--- config.mk ---
export PLATFORM = sky130hd
export DESIGN_NAME = cp0_int_ctrl
export DESIGN_NICKNAME = d
export VERILOG_FILES = /design/src/rtl/cp0_int_ctrl.sv
export SDC_FILE = /design/constraint.sdc
export NUM_CORES = 1
export LEC_CHECK = 0
export CORE_ASPECT_RATIO = 2
export CORE_MARGIN = 3
export CORE_UTILIZATION = 37
export DETAILED_ROUTE_END_ITERATION = 10
export MAX_ROUTING_LAYER = met4
export PLACE_DENSITY = 0.77
export SLEW_MARGIN = 20
export SYNTH_ARGS = -nofsm -noshare
export SYNTH_HDL_FRONTEND = slang
export SYNTH_SLANG_ARGS = --single-unit
--- constraint.sdc ---
create_clock -name clk -period 2.28 [get_ports clk]
set_input_delay 0.57 -clock clk [delete_from_list [all_inputs] [get_ports clk]]
set_output_delay 0.57 -clock clk [all_outputs]
set_load 0.01 [all_outputs]
--- src/rtl/cp0_int_ctrl.sv ---
// Coprocessor-0 status/cause/EPC/PRId with M-stage interrupt and exception arbitration; req is combinational, state updates on the edge.
// Optional macro CP0_EPC_BYPASS_EN forwards an mtc0 EPC write straight to epc_out in the same cycle.
module cp0_int_ctrl #(
   parameter logic [31:0] PRID = 32'h0000_0001
) (
   input  logic        clk,
   input  logic        reset,
   input  logic        we,
   input  logic [4:0]  addr,
   input  logic [31:0] din,
   output logic [31:0] dout,
   input  logic [31:0] pc,
   input  logic        bd_in,
   input  logic [4:0]  exc_code_in,
   input  logic [5:0]  hw_int,
   input  logic        eret,
   output logic        req,
   output logic        exl,
   output logic [31:0] epc_out
);
   localparam logic [4:0] REG_SR    = 5'd12;
   localparam logic [4:0] REG_CAUSE = 5'd13;
   localparam logic [4:0] REG_EPC   = 5'd14;
   localparam logic [4:0] REG_PRID  = 5'd15;

   logic [5:0]  im_q;
   logic        exl_q;
   logic        ie_q;
   logic        bd_q;
   logic [5:0]  ip_q;
   logic [4:0]  exc_q;
   logic [31:0] epc_q;

   logic        int_req;
   logic        exc_req;
   logic [4:0]  code;
   logic [31:0] sr_val;
   logic [31:0] cause_val;

   assign int_req = (|(hw_int & im_q)) & ie_q & ~exl_q;
   assign exc_req = (exc_code_in != 5'd0) & ~exl_q;
   assign req     = int_req | exc_req;
   // Interrupts outrank internal exceptions and report ExcCode 0.
   assign code    = int_req ? 5'd0 : exc_code_in;

   always_ff @(posedge clk) begin
      if (reset) begin
         im_q  <= 6'd0;
         exl_q <= 1'b0;
         ie_q  <= 1'b0;
         bd_q  <= 1'b0;
         ip_q  <= 6'd0;
         exc_q <= 5'd0;
         epc_q <= 32'd0;
      end else begin
         ip_q <= hw_int;
         if (req) begin
            exl_q <= 1'b1;
            bd_q  <= bd_in;
            exc_q <= code;
            epc_q <= (bd_in ? pc - 32'd4 : pc) & 32'hFFFF_FFFC;
         end else begin
            if (we && addr == REG_SR) begin
               im_q  <= din[15:10];
               exl_q <= din[1];
               ie_q  <= din[0];
            end
            if (we && addr == REG_EPC) begin
               epc_q <= {din[31:2], 2'b00};
            end
            // eret clears EXL even when mtc0 SR in the same cycle sets it.
            if (eret) begin
               exl_q <= 1'b0;
            end
         end
      end
   end

   assign sr_val    = {16'd0, im_q, 8'd0, exl_q, ie_q};
   assign cause_val = {bd_q, 15'd0, ip_q, 3'd0, exc_q, 2'b00};

   always_comb begin
      dout = 32'd0;
      case (addr)
         REG_SR:    dout = sr_val;
         REG_CAUSE: dout = cause_val;
         REG_EPC:   dout = epc_q;
         REG_PRID:  dout = PRID;
         default:   dout = 32'd0;
      endcase
   end

   assign exl = exl_q;

`ifdef CP0_EPC_BYPASS_EN
   assign epc_out = (we && addr == REG_EPC && !req) ? {din[31:2], 2'b00} : epc_q;
`else
   assign epc_out = epc_q;
`endif
endmodule

==> flow_summary.json <==
{
  "cts-buffers-inserted": 5,
  "yosys.area.top_type": "dfxtp_1",
  "internal_power_w": 0.00177,
  "yosys-mux-area-fraction": 0.0632,
  "final_critical_path_setup_slack_ps": -34.5,
  "ys_seq_elements": 50,
  "pwr_density_cell_nw_per_um2": 447,
  "fin_skew_ps": 10.8,
  "areaGrowthSynthToFinish_pct": 77.2,
  "cp_data_required_time_ps": 1710,
  "total_power_w": 0.00246,
  "dr_total_vias": 3894,
  "initial_core_util": 0.386,
  "clock-root-buffer": "clkbuf_16",
  "dr_wl_met2_um": 7690,
  "min_path_cells": 2,
  "synth_top_family_by_area": "simple AND/OR/NAND/NOR gates",
  "pre_cts_ws_ps": -778,
  "drt-total-wl_um": 13400,
  "fp.dieArea_um2": 9610,
  "postCtsHoldBufs": 0,
  "grt_setup_unrepaired": "yes",
  "synth_cell_types": 49,
  "rows": 46,
  "holdCritPathClass": "reg2reg",
  "p_leak_nw": 2.29,
  "cts.sinks": 50,
  "cp-start-kind": "input port",
  "met3_length_um": 630,
  "crit_path_top_delay_cell": "or4_4",
  "path_cells": "buf_6 > or4_4 > o31ai_4 > inv_2 > buf_6",
  "via_count_of_the_first_global_routing_pass": 4079,
  "max-slew-margin-rel": 0.560,
  "period_needed_ps": 2310,
  "synth_compound_area_frac": 0.178,
  "core_area_um2": 8060,
  "path_delay_family": "simple AND/OR/NAND/NOR gates",
  "drc": 0,
  "met1_length_um": 4200,
  "number_of_h_tree_levels": 2,
  "synth.yosys.seq_area_share": 0.322,
  "timing.critical_path.mode_cell": "buf_6",
  "max_slew.worst_pin.slew_ps": 660,
  "synthesis.area_per_instance_um2": 7.89,
  "floorplan.die.height_um": 136,
  "die_width_um": 70.8,
  "path_class": "in2out",
  "clkLatencyLatePin_ps": 290,
  "cp.arrival_ps": 1740,
  "io_pins": 151,
  "power.net_switching_w": 0.000695,
  "max-cap-violations": 0,
  "final_hpwl_from_detailed_placement_um": 9710,
  "seq_power_share": 0.404,
  "placed_area_um2": 5150,
  "largest_cells_by_area_after_synthesis": "dfxtp_1, a211oi_1, nor2_1, and3_1, mux2i_1",
  "power_frac_clock": 0.309,
  "gpl.final_weighted_congestion": 0.945,
  "drtPass1Iterations": 5,
  "clockBufferDepth": 2,
  "grt.total_usage": 0.284,
  "topRoutingLayerUsed": "met4",
  "crit_start": "exc_code_in[2]",
  "detail-route-antenna-nets": 0,
  "routed_wire_length_per_instance_um": 19.3,
  "setup_violations_final": 1,
  "crit_fanout": 2,
  "vias_per_cell": 5.63,
  "grt_start_max_net_pins": 40,
  "critical-path-max-stage-delay_ps": 560,
  "crit_cells": 5,
  "num-nets-final": 680,
  "hold_start": "bd_q$_SDFFE_PP0N_",
  "hold-worst-slack_ps": 484,
  "report.final.slew_viol_count": 0,
  "final-hold-violation-count": 0,
  "power.share.switching": 0.283,
  "comb_power_share": 0.287,
  "final_area_um2": 5510,
  "fin_setup_tns_ps": -34.5,
  "r2r_setup_slack_ps": 290,
  "outcome": "complete, but fails checks",
  "global_route_wire_length_before_repair_um": 20900,
  "rr_startpoint": "im_q[0]$_SDFFE_PP0P_",
  "tritoncts_clock_tree": "built",
  "synth_simple_gate_area_frac": 0.302,
  "post_route_cells_drive_above_1_share": 0.296,
  "post_synth_inst_count": 394,
  "grt_antenna_before_repair": 1,
  "ff2ff_path_depth": 7,
  "worst_ir_drop_vdd_uv": 258,
  "synth_xor_area_frac": 0.0732,
  "synth_top_area_share": 0.322,
  "grt_overflow_total": 0,
  "synth-adder-area-share": 0.00402,
  "ys_warn_count": 0,
  "critical_path.n_buffers_inverters": 3,
  "clock.fmax_mhz": 432,
  "detailedRoute.firstIterationViolations": 193,
  "netlist_area_before_placement_um2": 3110,
  "violations": "setup timing",
  "cp_capture_type": "output pin",
  "number_of_i_o_port_buffers": 146,
  "register_clock_pin_slew_on_the_reported_worst_setup_and_hold_paths_ps": 70,
  "period_share": 1.02
}
[state kept, by name, indices dropped and copies added (netlist names)]
signal and count:
epc_out 30, im_q 6, ie_q 1, exc_q 5, bd_q 1, exl 1
ip_q 6
[cell usage in the layout, fill, tap and decap left out, drive strengths merged, types with 14 or more instances in the layout]
cell,count
buf,115
clkdlybuf4s50,89
nor2,52
dfxtp,50
and3,31
a211oi,27
nand2,24
xor2,16
nand3,15
a21oi,15
mux2i,14
[Yosys cell counts (all sizes together)]
cell,count
or4,8
or3b,1
a22oi,12
mux2,5
a31o,4
nand2,24
a211oi,27
o31ai,1
a311oi,12
conb,1
xor2,16
and2b,1
and3,31
or3,1
nand4b,1
nor3b,3
ha,1
or2,3
xnor2,10
nor4bb,1
dfxtp,50
o31a,1
and3b,1
nor4b,2
o21ai,2
nor4,4
a21oi,15
a31oi,1
o41ai,1
nor2b,8
clkbuf,28
nor3,13
inv,5
and2,3
nand3b,2
nand4,5
nand3,15
buf,9
mux2i,14
nor2,52
[cell families (layout without fill, tap and decap cells)]
logic type | after synthesis | count (layout)
compound gates | 76 | 76
xor+xnor | 26 | 26
fa+ha+maj | 1 | 1
buf+inv | 42 | 242
flops | 50 | 50
mux | 19 | 19
other cells | 1 | 3
simple gates | 179 | 179
[layout make-up]
cell class	instances	area, um2
antenna	1	2.50
clock buffer	6	139
clock inverter	2	12.5
fill	669	2550
inverter	5	18.8
multi-input combinational	303	2160
sequential	50	1000
tap	96	120
timing repair buffer	229	2060
[path summary, 6_finish.rpt]
path | to
worst min register to register | bd_q$_SDFFE_PP0N_
worst min-delay path | bd_q$_SDFFE_PP0N_
worst max-delay path | req
worst max register to register | epc_out[8]$_SDFFE_PP0P_
[power groups by stage]
stage	clock network (W)	logic, W	registers (W)
2_1_floorplan	0	0.000229	0.00102
3_3_place_gp	0	0.000651	0.00101
3_5_place_dp	0	0.000663	0.00101
4_1_cts	0.000773	0.000685	0.000991
5_1_grt	0.000807	0.000752	0.00100
6_report	0.000760	0.000707	0.000994
[metal layers]
metal / GRT usage / vias to the layer above
li1: - / 1828
met1: 0.269 / 1846
met2: 0.532 / 168
met3: 0.0379 / 52
met4: 0.166 / 0
met5: - / -
[metrics by stage]
step | cells | util
CTS | 690 | 0.670
detailed placement | 673 | 0.639
floorplan | 395 | -
global placement | 673 | 0.639
global route | 692 | 0.684
finish | 692 | 0.684
[worst min-delay path, delay by kind of cell, from the launching register on]
family             cells  cell delay (ps)
DFF                    1              320
AOI/OAI and AO/OA      1               60
and+or+nand+nor        1               50
[what timing repair did]
action	CTS	global route
resized for setup	191	32
pin swaps	13	9
endpoints found under the setup margin	75	26
setup buffers	7	1
cloned	2	0
Power figures use the tool's default switching activity.
